File: src/rtl/seq_restoring_divider16_pkg.sv
// Shared types and sizes for the sequential restoring divider.
package div_pkg;
    typedef enum logic [1:0] {IDLE, CALC, DONE} div_state_t;
    localparam int DIV_WIDTH = 16;
    localparam int DIV_CNT_W = $clog2(DIV_WIDTH) + 1;
endpackage

File: src/rtl/seq_restoring_divider16_if.sv
// Start/busy/done handshake plus operand and result buses of the divider.
interface seq_restoring_divider16_if import div_pkg::*; #(parameter int WIDTH = DIV_WIDTH);
    logic             start;
    logic [WIDTH-1:0] dividend;
    logic [WIDTH-1:0] divisor;
    logic             busy;
    logic             done;
    logic [WIDTH-1:0] quotient;
    logic [WIDTH-1:0] remainder;
    logic             div_by_zero;

    modport master (
        output start, dividend, divisor,
        input  busy, done, quotient, remainder, div_by_zero
    );
    modport slave (
        input  start, dividend, divisor,
        output busy, done, quotient, remainder, div_by_zero
    );
endinterface

File: src/rtl/seq_restoring_divider16_trial.sv
// Ripple-borrow subtractor for the trial step, one full-subtractor cell per bit.
module fs_cell (
    input  logic a,
    input  logic b,
    input  logic bin,
    output logic d,
    output logic bout
);
    assign d    = a ^ b ^ bin;
    assign bout = (~a & b) | (~(a ^ b) & bin);
endmodule

module sub_trial17 #(parameter int W = 17) (
    input  logic [W-1:0] a,
    input  logic [W-1:0] b,
    output logic [W-1:0] diff,
    output logic         borrow_out
);
    logic [W:0] bw;

    assign bw[0] = 1'b0;

    for (genvar g = 0; g < W; g++) begin : g_cell
        fs_cell u_fs (
            .a    (a[g]),
            .b    (b[g]),
            .bin  (bw[g]),
            .d    (diff[g]),
            .bout (bw[g+1])
        );
    end

    assign borrow_out = bw[W];
endmodule

File: src/rtl/seq_restoring_divider16.sv
// Unsigned restoring divider: one trial subtraction per clock, WIDTH iterations.
module seq_restoring_divider16 import div_pkg::*; #(parameter int WIDTH = DIV_WIDTH) (
    input logic                    clk,
    input logic                    rst,
    seq_restoring_divider16_if.slave bus
);
    localparam int CNT_W = $clog2(WIDTH) + 1;
    localparam logic [CNT_W-1:0] LAST = CNT_W'(WIDTH - 1);

    div_state_t       state;
    logic [CNT_W-1:0] cnt;
    logic [WIDTH-1:0] r_reg, q_reg, d_reg;
    logic             busy, done, dbz;
    logic [WIDTH-1:0] quotient, remainder;

    logic [WIDTH:0]   shifted, diff;
    logic             borrow, take;
    logic [WIDTH-1:0] new_r, new_q;

    assign shifted = {r_reg, q_reg[WIDTH-1]};

    sub_trial17 #(.W(WIDTH + 1)) u_trial (
        .a          (shifted),
        .b          ({1'b0, d_reg}),
        .diff       (diff),
        .borrow_out (borrow)
    );

    // Since R < D, a non-negative trial always has MSB 0, so both flags agree.
    assign take  = ~(diff[WIDTH] | borrow);
    assign new_r = take ? diff[WIDTH-1:0] : shifted[WIDTH-1:0];
    assign new_q = {q_reg[WIDTH-2:0], take};

    always_ff @(posedge clk) begin
        if (rst) begin
            state     <= IDLE;
            cnt       <= '0;
            r_reg     <= '0;
            q_reg     <= '0;
            d_reg     <= '0;
            busy      <= 1'b0;
            done      <= 1'b0;
            dbz       <= 1'b0;
            quotient  <= '0;
            remainder <= '0;
        end else begin
            case (state)
                IDLE: begin
                    done <= 1'b0;
                    if (bus.start) begin
                        if (bus.divisor != '0) begin
                            d_reg <= bus.divisor;
                            q_reg <= bus.dividend;
                            r_reg <= '0;
                            cnt   <= '0;
                            dbz   <= 1'b0;
                            busy  <= 1'b1;
                            state <= CALC;
                        end else begin
                            quotient  <= '1;
                            remainder <= bus.dividend;
                            dbz       <= 1'b1;
                            done      <= 1'b1;
                            state     <= DONE;
                        end
                    end
                end
                CALC: begin
                    r_reg <= new_r;
                    q_reg <= new_q;
                    cnt   <= cnt + 1'b1;
                    if (cnt == LAST) begin
                        quotient  <= new_q;
                        remainder <= new_r;
                        busy      <= 1'b0;
                        done      <= 1'b1;
                        state     <= DONE;
                    end
                end
                DONE: begin
                    done  <= 1'b0;
                    state <= IDLE;
                end
                default: state <= IDLE;
            endcase
        end
    end

    assign bus.busy        = busy;
    assign bus.done        = done;
    assign bus.quotient    = quotient;
    assign bus.remainder   = remainder;
    assign bus.div_by_zero = dbz;
endmodule

File: src/flat_wrapper.sv
// flat-port wrapper written by rule: the top's interface ports become plain ports
module seq_restoring_divider16_flat import div_pkg::*;
#(parameter int WIDTH = DIV_WIDTH)
  (clk, rst, bus_start, bus_dividend, bus_divisor, bus_busy, bus_done, bus_quotient, bus_remainder, bus_div_by_zero);
  seq_restoring_divider16_if #(.WIDTH(WIDTH)) bus_i ();
  input logic clk;
  input logic rst;
  input wire logic [$bits(bus_i.start)-1:0] bus_start;
  input wire logic [$bits(bus_i.dividend)-1:0] bus_dividend;
  input wire logic [$bits(bus_i.divisor)-1:0] bus_divisor;
  output wire logic [$bits(bus_i.busy)-1:0] bus_busy;
  output wire logic [$bits(bus_i.done)-1:0] bus_done;
  output wire logic [$bits(bus_i.quotient)-1:0] bus_quotient;
  output wire logic [$bits(bus_i.remainder)-1:0] bus_remainder;
  output wire logic [$bits(bus_i.div_by_zero)-1:0] bus_div_by_zero;
  assign bus_i.start = bus_start;
  assign bus_i.dividend = bus_dividend;
  assign bus_i.divisor = bus_divisor;
  assign bus_busy = bus_i.busy;
  assign bus_done = bus_i.done;
  assign bus_quotient = bus_i.quotient;
  assign bus_remainder = bus_i.remainder;
  assign bus_div_by_zero = bus_i.div_by_zero;
  seq_restoring_divider16 #(.WIDTH(WIDTH)) u_core (.clk(clk), .rst(rst), .bus(bus_i));
endmodule
File: config.mk
export PLATFORM = sky130hd
export DESIGN_NAME = seq_restoring_divider16_flat
export DESIGN_NICKNAME = d
export VERILOG_FILES = /design/src/rtl/seq_restoring_divider16_pkg.sv /design/src/rtl/seq_restoring_divider16_if.sv /design/src/rtl/seq_restoring_divider16_trial.sv /design/src/rtl/seq_restoring_divider16.sv /design/src/flat_wrapper.sv
export SDC_FILE = /design/constraint.sdc
export NUM_CORES = 1
export LEC_CHECK = 0
export ABC_AREA = 1
export CAP_MARGIN = 20
export CORE_UTILIZATION = 50
export DETAILED_ROUTE_END_ITERATION = 8
export PLACE_DENSITY = 0.77
export SLEW_MARGIN = 20
export SYNTH_ARGS = -nofsm -noshare
export SYNTH_HDL_FRONTEND = slang
export SYNTH_HIERARCHICAL = 1
export SYNTH_SLANG_ARGS = --single-unit
File: constraint.sdc
create_clock -name clk -period 9 [get_ports clk]
set_input_delay 0.9 -clock clk [delete_from_list [all_inputs] [get_ports clk]]
set_output_delay 0.9 -clock clk [all_outputs]
set_load 0.005 [all_outputs]
======== After elaboration in Yosys (flattened, before gate mapping) ========
Cells that the tools add are included.
word-level totals
  output and inout bits ................... 35
  word-level logic and storage cells ...... 172
  input bits .............................. 35
  flip-flop bits (word level) ............. 90
operators by class
  reduce and logical (&&, ||, !) cells .... 11
  bitwise logic cells ..................... 113
  muxes and demuxes ....................... 30
  eq/ne operators ......................... 7
  $add $sub $neg .......................... 1
operators with widths
  cell                                                                     number
  16-bit 2-to-1 mux                                                        11
  16-bit case mux with 2 select lines                                      4
  1-bit NOT                                                                33
  1-bit bitwise AND                                                        32
  1-bit XOR                                                                32
  1-bit bitwise OR                                                         16
  16-bit nonzero test                                                      1
  5-bit 2-to-1 mux                                                         2
  5-bit case mux with 2 select lines                                       1
  4-bit AND reduction                                                      2
  1-bit 2-to-1 mux                                                         6
  2-bit 2-to-1 mux                                                         3
  2-bit AND reduction                                                      3
  3-bit AND reduction                                                      2
  5-bit by 1-bit adder with 5-bit output, second input constant            1
  5-bit by 4-bit == test with 1-bit output, second input constant          1
  2-bit by 1-bit inequality test with 1-bit output, second input constant  2
  2-bit inequality test, second input constant                             2
  2-bit case mux with 2 select lines                                       1
  1-bit case mux with 3 select lines                                       1
  3-bit nonzero test                                                       1
  2-bit by 1-bit == test with 1-bit output, second input constant          1
  2-bit == test, second input constant                                     1
  2-bit logical NOT                                                        1
  other kinds (2)                                                          2

======== Logic depth before layout (Yosys ltp) ========
Gate-level depths: netlist of the first run.
  word-level depth ........................ 37
  gate-level depth with buffers ........... 60
  depth with buffers taken out ............ 60

======== Cells and area by module ========
Netlist of the first run, hierarchy kept.
modules (own cells, without submodules)
  module                   sequential area each (µm²)  cells an instance  area each (µm²)  times used
  seq_restoring_divider16  1801.7                      672                4643.2           1
  fs_cell                  0.0                         4                  31.3             17
  sub_trial17              0.0                         1                  3.8              1

======== Worst setup path before layout of the first run ========
No wires, ideal clock.
  path type ............................... register to register
  start ................................... register u_core.d_reg[0]
  end ..................................... register u_core.remainder[14], in the netlist u_core/bus.remainder[14]
  library setup time ...................... 0.113 ns
  slack ................................... 0.334 ns
  path buffers ............................ 1
  required time ........................... 8.887 ns
  data arrival time ....................... 8.553 ns
  period minus slack after synthesis ...... 8.666 ns
  stages on the path, launching flop included .. 60
  cells stage by stage .................... dfxtp_1 > inv_1 > fa_1 > inv_1 > inv_1 > fa_1 > inv_1 > inv_1 > fa_1 > inv_1 > inv_1 > fa_1 > inv_1 > inv_1 > fa_1 > inv_1 > inv_1 > fa_1 > [... 24 more ...] > inv_1 > inv_1 > fa_1 > inv_1 > inv_1 > fa_1 > inv_1 > inv_1 > fa_1 > nor2_1 > inv_1 > clkbuf_1 > nand3_1 > nand2_1 > nor2_1 > nand3_1 > nand2_1 > nor2_1
between the ends
  longest elaborated chain between the ends .. 36
  elaborated cells on any way between the ends .. 38
  classes of those cells .................. mux (3); bitwise (35)
RTL lines
  element                              line                                 text
  start: declaration                   seq_restoring_divider16.sv:12        logic [WIDTH-1:0] r_reg, q_reg, d_reg;
  start signal: assignment             seq_restoring_divider16.sv:52        d_reg <= bus.divisor;
  1-bit bitwise AND                    seq_restoring_divider16_trial.sv:10  assign bout = (~a & b) | (~(a ^ b) & bin);
  via u_core.u_trial.bw[1]             seq_restoring_divider16_trial.sv:19  logic [W:0] bw;
  1-bit bitwise AND                    seq_restoring_divider16_trial.sv:10
  1-bit bitwise OR                     seq_restoring_divider16_trial.sv:10
  via u_core.u_trial.bw[2]             seq_restoring_divider16_trial.sv:19
  1-bit bitwise AND                    seq_restoring_divider16_trial.sv:10
  1-bit bitwise OR                     seq_restoring_divider16_trial.sv:10
  via u_core.u_trial.bw[3]             seq_restoring_divider16_trial.sv:19
  [... 2 more ...]                     n/a
  via u_core.u_trial.bw[4]             seq_restoring_divider16_trial.sv:19
  [... 2 more ...]                     n/a
  via u_core.u_trial.bw[5]             seq_restoring_divider16_trial.sv:19
  [... 2 more ...]                     n/a
  via u_core.u_trial.bw[6]             seq_restoring_divider16_trial.sv:19
  [... 2 more ...]                     n/a
  via u_core.u_trial.bw[7]             seq_restoring_divider16_trial.sv:19
  [... 2 more ...]                     n/a
  via u_core.u_trial.bw[8]             seq_restoring_divider16_trial.sv:19
  [... 2 more ...]                     n/a
  via u_core.u_trial.bw[9]             seq_restoring_divider16_trial.sv:19
  [... 2 more ...]                     n/a
  via u_core.u_trial.bw[10]            seq_restoring_divider16_trial.sv:19
  [... 2 more ...]                     n/a
  via u_core.u_trial.bw[11]            seq_restoring_divider16_trial.sv:19
  [... 2 more ...]                     n/a
  via u_core.u_trial.bw[12]            seq_restoring_divider16_trial.sv:19
  [... 2 more ...]                     n/a
  via u_core.u_trial.bw[13]            seq_restoring_divider16_trial.sv:19
  [... 2 more ...]                     n/a
  via u_core.u_trial.bw[14]            seq_restoring_divider16_trial.sv:19
  [... 2 more ...]                     n/a
  via u_core.u_trial.bw[15]            seq_restoring_divider16_trial.sv:19
  [... 1 more ...]                     n/a
  1-bit bitwise OR                     seq_restoring_divider16_trial.sv:10
  via u_core.u_trial.bw[16]            seq_restoring_divider16_trial.sv:19
  1-bit XOR                            seq_restoring_divider16_trial.sv:9   assign d = a ^ b ^ bin;
  via u_core.diff[16]                  seq_restoring_divider16.sv:16        logic [WIDTH:0] shifted, diff;
  1-bit bitwise OR                     seq_restoring_divider16.sv:30        assign take = ~(diff[WIDTH] | borrow);
  16-bit 2-to-1 mux                    seq_restoring_divider16.sv:31        assign new_r = take ? diff[WIDTH-1:0] : shifted[WIDTH-1:0];
  16-bit 2-to-1 mux                    seq_restoring_divider16.sv:72        if (cnt == LAST) begin
  16-bit case mux with 2 select lines  seq_restoring_divider16.sv:47        case (state)
  end signal: assignment               seq_restoring_divider16.sv:61        remainder <= bus.dividend;
  end signal: assignment               seq_restoring_divider16.sv:74        remainder <= new_r;
  end: declaration                     seq_restoring_divider16.sv:14        logic [WIDTH-1:0] quotient, remainder;
The timed path passes the listed nets, and every way through them passes these cells. The select of a mux whose other input is x is not followed.
A chain may end at the register's enable or synchronous reset.

======== Final worst setup path of the first run ========
  start ................................... register u_core.d_reg[0]
  end ..................................... register u_core.remainder[3], in the netlist u_core/bus.remainder[3]
The elaborated chain is that of the path after synthesis.

==> impl_metrics.env, run 1 <==
export IMPL_status="finished, final reports clean"
export IMPL_worstRegToRegCells=57
export IMPL_r2r_start="u_core/d_reg[0]$_SDFFE_PP0P_"
export IMPL_grt_pass1_wl_um=22000
export IMPL_dpl_hpwl_um=8660
export IMPL_syn_num_nets=798
export IMPL_drive_gt1_frac=0.176
export IMPL_clock_latency_ns=0.38
export IMPL_max_cap_viol_count=0
export IMPL_min_path_cells=2
export IMPL_core_sq_um=9910
export IMPL_powerDensity_nw_per_um2=206
export IMPL_wl_per_cell_um=14.0
export IMPL_cts_tree="built"
export IMPL_synth_seq_area_share=0.348
export IMPL_finalWeightedCongestion=0.868
export IMPL_vias=4856
export IMPL_crit_type="reg -> reg"
export IMPL_switchingPower_mw=0.517
export IMPL_hold_violations=0
export IMPL_antenna_found_initial=0
export IMPL_max_slew_margin=0.422
export IMPL_placed_area_sq_um=5760
export IMPL_hold_path_class="reg -> reg"
export IMPL_cp_arrival_ns=9.14
export IMPL_grt_overflow=0
export IMPL_die_y_um=104
export IMPL_regToRegEndpoint="u_core/bus.remainder[3]$_SDFFE_PP0P_"
export IMPL_fin_nets=840
export IMPL_dieArea_sq_um=10800
export IMPL_ant_nets=0
export IMPL_netlist_instances=741
export IMPL_syn_area_per_cell_sq_um=6.99
export IMPL_crit_path_top_delay_cell="fa_1"
export IMPL_drc=0
export IMPL_wl_met2_um=6220
export IMPL_maxSlewViolCount=0
export IMPL_dr_pass1_iters=7
export IMPL_via_per_inst=5.27
export IMPL_io_buffers=69
export IMPL_area_delta_synth_final_pct=18.1
export IMPL_cts_root_buf="clkbuf_8"
export IMPL_p_comb_frac=0.402
export IMPL_worstMarginPinSlew_ns=0.867
export IMPL_hold_path_endpoint="u_core/d_reg[14]$_SDFFE_PP0P_"
export IMPL_power_frac_seq=0.383
export IMPL_synthDistinctLibCells=28
export IMPL_timing_fmax_mhz=113
export IMPL_p_clk_frac=0.214
export IMPL_rsz0062_at_grt="yes"
export IMPL_startpoint_type="flip-flop"
export IMPL_drt_total_wl_um=12900
export IMPL_power_internal_mw=0.740
export IMPL_utilization=0.617
export IMPL_synth_seq_cells=90
export IMPL_fin_crit_ns=8.86
export IMPL_postLayoutCellArea_sq_um=6120
export IMPL_hold_path_startpoint="u_core/d_reg[14]$_SDFFE_PP0P_"
export IMPL_crit_required_ns=9.27
export IMPL_p_leak_nw=2.63
export IMPL_row_count=36
export IMPL_critPathMaxFanout=7
export IMPL_totalPowerFinal_mw=1.26
export IMPL_fin_crit_sh=0.985
export IMPL_cpMostUsedCell="inv_2"
export IMPL_first_iter_violations=520
export IMPL_end_kind="flip-flop"
export IMPL_grt_max_degree=84
export IMPL_m1WireLength_um=5630
export IMPL_diodes=0
export IMPL_cp_slowest_stage_delay_ns=0.47
export IMPL_grtUsageTotal=0.250
export IMPL_wl_met3_um=774
export IMPL_synth_area_sq_um=5180
export IMPL_ys_warn_count=6
export IMPL_fin_setup_tns_ns=0
export IMPL_peakVddDrop_uv=134
export IMPL_ff2ff_setup_slack_ns=0.14
export IMPL_swShare=0.411
export IMPL_cts_sinks=90
export IMPL_io_pins=70
export IMPL_highest_layer="met4"
export IMPL_fin_skew_ns=0.0146
export IMPL_die_w_um=104
export IMPL_grt_pass1_vias=4684
export IMPL_clkTransAtPathRegs_ns=0.10
export IMPL_clockBufferDepth=2
export IMPL_cts_buffers=9
export IMPL_start_util=0.523
export IMPL_setup_violations=0
export IMPL_h_tree_depth=3
==> cells in the mapped netlist <==
cell type  count  area (sq um)
inv_1        116           435
nand3_4        2          35.0
nor2_1        99           372
clkbuf_1      15          56.3
nor3_2         1          10.0
dfxtp_1       90          1800
a21oi_2       30           263
nand3_2        1          10.0
nand2_2        2          12.5
nor3b_1        1          7.51
nand4_1       45           282
nand2_1      162           608
a31oi_1        2          12.5
ha_1           5          62.6
nand3_1       38           190
mux2i_1        1          10.0
buf_6          6          67.6
buf_1          2          7.51
conb_1         2          7.51
inv_2          2          7.51
a21oi_1       62           310
buf_2         18          90.1
clkinv_1       2          7.51
fa_1          17           340
o21ai_0        9          45.0
buf_4          6          45.0
nor2_4         2          22.5
buf_12         3          60.1
==> cell usage in the layout, fill, tap and decap left out, types with 9 or more instances in the layout <==
cell and count:
a21oi_1 61, a21oi_2 31, clkbuf_8 9, clkdlybuf4s50_1 69
dfxtp_1 88, fa_2 16, inv_1 82, inv_2 36
nand2_1 152, nand2_2 10, nand3_1 38, nand4_1 45
nor2_1 97
==> critical path: cells and delay by family (launching register included) <==
kind | cells | cell delay [ns]
AO/OA/AOI/OAI | 2 | 0.29
adder cells (fa/ha/maj) | 17 | 5.97
buffers and inverters | 34 | 1.64
flip-flops | 1 | 0.35
AND/OR/NAND/NOR | 4 | 0.50
==> how the worst max path moves through the flow <==
stage | end | cells after the start | start
final | u_core/bus.remainder[3]$_SDFFE_PP0P_ | 57 | u_core/d_reg[0]$_SDFFE_PP0P_
after global routing | u_core/bus.remainder[3]$_SDFFE_PP0P_ | 57 | u_core/d_reg[0]$_SDFFE_PP0P_
after CTS | u_core/bus.remainder[3]$_SDFFE_PP0P_ | 57 | u_core/d_reg[0]$_SDFFE_PP0P_
after detailed placement | u_core/bus.remainder[6]$_SDFFE_PP0P_ | 57 | u_core/d_reg[0]$_SDFFE_PP0P_
after global placement | u_core/bus.remainder[0]$_SDFFE_PP0P_ | 57 | u_core/d_reg[0]$_SDFFE_PP0P_
after floorplan | u_core/bus.remainder[14]$_SDFFE_PP0P_ | 59 | u_core/d_reg[0]$_SDFFE_PP0P_
==> power groups by stage <==
| stage | combinational, mW | clock [mW] | sequential (mW) |
|---|---|---|---|
| 5_1_grt | 0.571 | 0.288 | 0.488 |
| 3_5_place_dp | 0.441 | 0 | 0.489 |
| 2_1_floorplan | 0.349 | 0 | 0.482 |
| 4_1_cts | 0.457 | 0.272 | 0.480 |
| 3_3_place_gp | 0.430 | 0 | 0.487 |
| 6_report | 0.506 | 0.269 | 0.482 |
==> layer usage <==
| metal | vias up | global-route usage |
|---|---|---|
| met1 | 2241 | 0.320 |
| met3 | 23 | 0.0434 |
| met4 | 0 | 0.108 |
| met5 | - | 0 |
| met2 | 202 | 0.413 |
| li1 | 2390 | - |
==> repair_timing <==
action                                  CTS  global route
setup buffers                             2             2
endpoints found under the setup margin   26            34
cloned                                    1             0
gates resized for setup                  20            64
hold buffers                              0             0
pin swaps                                 6            33
==> logic make-up (layout without fill, tap and decap cells) <==
family                     after synthesis  count (layout)  synth area share
and+or+nand+nor                        353             353             0.299
buffers and inverters                  170             217             0.150
AOI/OAI and AO/OA                      103             103             0.122
DFF                                     90              90             0.348
adders and majority gates               22              22            0.0778
other                                    2               2           0.00145
muxes                                    1               1           0.00193
==> metrics by stage <==
| stage | cells | hold slack (ns) | worst slack, ns |
|---|---|---|---|
| finish | 921 | 0.472 | 0.136 |
| global route | 921 | 0.491 | -0.195 |
| CTS | 919 | 0.469 | 0.0380 |
| detailed placement | 900 | 0.457 | -0.197 |
| global placement | 900 | 0.454 | -0.0192 |
| floorplan | 741 | 0.444 | 0.334 |
==> cell type report <==
cell class                      count  area [sq um]
Inverter                          120           450
Timing Repair Buffer               81           796
Clock buffer                        9           124
Fill cell                         900          3790
Multi-Input combinational cell    481          2710
Clock inverter                      7          65.1
Sequential cell                    90          1800
Tap cell                          133           166
Note: power is estimated with default switching activity, not from simulation.
==> run 2, diff against run 1 <==
--- a/config.mk
+++ b/config.mk
@@ -9,7 +9,7 @@
 export CAP_MARGIN = 20
 export CORE_UTILIZATION = 50
 export DETAILED_ROUTE_END_ITERATION = 8
-export PLACE_DENSITY = 0.77
+export PLACE_DENSITY_LB_ADDON = 0.12
 export SLEW_MARGIN = 20
 export SYNTH_ARGS = -nofsm -noshare
 export SYNTH_HDL_FRONTEND = slang
==> run 2 against run 1 <==
  * Sequential power about the same
  * Combinational power about the same
  * Core utilization increased by 0.87 points
  * Sequential share of layout area decreased by 0.41 points
  * First-iteration DRC count decreased by 43%
  * Worst hold slack got worse by 0.0037 ns
  * Maximum frequency about the same
  * Critical endpoint is now u_core/r_reg[13]$_SDFFE_PP0P_
  * Die area unchanged
  * Worst setup slack got worse by 0.0014 ns
  * Design area increased by 1.4%
  * Clock skew decreased by 0.0043 ns
==> impl_metrics.env, run 2 (synthesis results as in run 1) <==
export IMPL_cp_slowest_stage_delay_ns=0.48
export IMPL_end_kind="flip-flop"
export IMPL_cp_top_family="adder cells"
export IMPL_regToRegEndpoint="u_core/r_reg[13]$_SDFFE_PP0P_"
export IMPL_row_count=36
export IMPL_ff_latch_area_sq_um=1800
export IMPL_die_y_um=104
export IMPL_grt_pass1_vias=4468
export IMPL_critPathMaxFanout=6
export IMPL_worstRegToRegCells=56
export IMPL_nFillCells=927
export IMPL_hold_violations=0
export IMPL_antenna_found_initial=0
export IMPL_min_path_cells=2
export IMPL_pre_cts_ws_ns=-0.132
export IMPL_fin_skew_ns=0.0103
export IMPL_crit_path_top_delay_cell="fa_1"
export IMPL_diodes=0
export IMPL_place_inst=904
export IMPL_r2r_start="u_core/d_reg[0]$_SDFFE_PP0P_"
export IMPL_rsz0062_at_grt="yes"
export IMPL_clockBufferDepth=2
export IMPL_clock_latency_ns=0.36
export IMPL_multi_input_area_sq_um=2740
export IMPL_fin_setup_tns_ns=0
export IMPL_die_w_um=104
export IMPL_io_buffers=69
export IMPL_cp_arrival_ns=9.15
export IMPL_postCtsHoldBufs=0
export IMPL_peakVddDrop_uv=111
export IMPL_cpMostUsedCell="inv_2"
export IMPL_hold_ws_ns=0.468
export IMPL_via_per_inst=5.26
export IMPL_powerDensity_nw_per_um2=208
export IMPL_grt_pass1_wl_um=21400
export IMPL_clkTransAtPathRegs_ns=0.09
export IMPL_wl_per_cell_um=14.4
export IMPL_crit_type="reg -> reg"
export IMPL_hold_path_endpoint="u_core/d_reg[13]$_SDFFE_PP0P_"
export IMPL_fin_crit_ns=8.87
export IMPL_hold_path_class="reg -> reg"
export IMPL_cts_sinks=90
export IMPL_p_leak_nw=2.66
export IMPL_final_cells=925
export IMPL_core_sq_um=9910
export IMPL_fin_nets=844
export IMPL_vias=4862
export IMPL_drt_total_wl_um=13300
export IMPL_finalWeightedCongestion=0.812
export IMPL_layout_common_cells="nand2_1 (153), nor2_1 (94), dfxtp_1 (88), inv_1 (82), clkdlybuf4s50_1 (69)"
export IMPL_setup_violations=0
export IMPL_ff2ff_setup_slack_ns=0.13
export IMPL_startpoint_type="flip-flop"
export IMPL_cts_root_buf="clkbuf_8"
export IMPL_cts_tree="built"
export IMPL_dpl_hpwl_um=8620
export IMPL_grt_max_degree=84
export IMPL_grt_overflow=0
export IMPL_grtUsageTotal=0.248
export IMPL_start_util=0.523
export IMPL_max_cap_viol_count=0
export IMPL_worst_path_buf_inv=34
export IMPL_layout_commonest_cell="nand2_1"
export IMPL_fin_crit_sh=0.985
export IMPL_hold_path_startpoint="u_core/d_reg[13]$_SDFFE_PP0P_"
export IMPL_drive_gt1_frac=0.191
export IMPL_timing_final_ws_setup_ns=0.134
export IMPL_ant_nets=0
export IMPL_drc=0
export IMPL_totalPowerFinal_mw=1.29
export IMPL_max_slew_margin=0.418
export IMPL_worstMarginPinSlew_ns=0.873
export IMPL_timing_fmax_mhz=113
export IMPL_dieArea_sq_um=10800
export IMPL_first_iter_violations=298
export IMPL_crit_start="u_core/d_reg[0]$_SDFFE_PP0P_"
export IMPL_status="finished, final reports clean"
export IMPL_cts_buffers=9
export IMPL_maxSlewViolCount=0
export IMPL_io_pins=70
export IMPL_crit_required_ns=9.29
export IMPL_h_tree_depth=3
export IMPL_dr_pass1_iters=7
export IMPL_area_delta_synth_final_pct=19.8
-- run 2: through the flow --
stage | util | instance area [sq um]
2_1_floorplan | - | 5180
3_3_place_gp | 0.585 | 5790
3_5_place_dp | 0.585 | 5790
4_1_cts | 0.612 | 6070
5_1_grt | 0.626 | 6200
6_report | 0.626 | 6200
-- run 2: routing by layer --
| layer | wire length, um | GRT usage | share of wire | vias to the layer above |
|---|---|---|---|---|
| met1 | 5780 | 0.311 | 0.43 | 2259 |
| li1 | - | - | - | 2408 |
| met4 | 371 | 0.112 | 0.028 | 0 |
| met5 | 0 | 0 | 0 | - |
| met3 | 729 | 0.0315 | 0.055 | 26 |
| met2 | 6450 | 0.425 | 0.48 | 169 |
-- run 2: worst max path at each step --
stage                                                        to  slack [ns]  cells after the start
after floorplan           u_core/bus.remainder[14]$_SDFFE_PP0P_        0.33                     59
after global placement     u_core/bus.remainder[0]$_SDFFE_PP0P_        0.05                     57
after detailed placement   u_core/bus.remainder[3]$_SDFFE_PP0P_       -0.13                     57
after CTS                 u_core/bus.remainder[14]$_SDFFE_PP0P_        0.04                     58
after global routing      u_core/bus.remainder[12]$_SDFFE_PP0P_       -0.14                     59
final                             u_core/r_reg[13]$_SDFFE_PP0P_        0.13                     56
-- run 2: repair_timing --
item                                    in CTS  in global routing
gates resized for setup                     19                 75
buffers inserted                             0                  2
pin swaps                                    7                 41
gates cloned                                 2                  1
endpoints found under the setup margin      27                 34
-- run 2: worst register-to-register path, delay by kind of cell, from the launching register on --
kind                       cells  cell delay (ns)
DFF                            1             0.34
and+or+nand+nor                4             0.62
buffers and inverters         34             1.66
adders and majority gates     17             5.97
AOI/OAI and AO/OA              1             0.21
-- run 2: power by group --
part | internal [mW] | switching, mW | leakage, nW
Combinational | 0.189 | 0.321 | 1.82
Sequential | 0.448 | 0.0341 | 0.736
Clock | 0.145 | 0.152 | 0.110
Total | 0.782 | 0.507 | 2.66
-- run 2: cell type report --
class,instances,area share
clock inverters,5,0.00989
clock buffers,11,0.0244
inverters,120,0.0726
flip-flops and latches,90,0.291
well taps,133,0.0268
repair buffers,85,0.134
multi-input cells,481,0.442
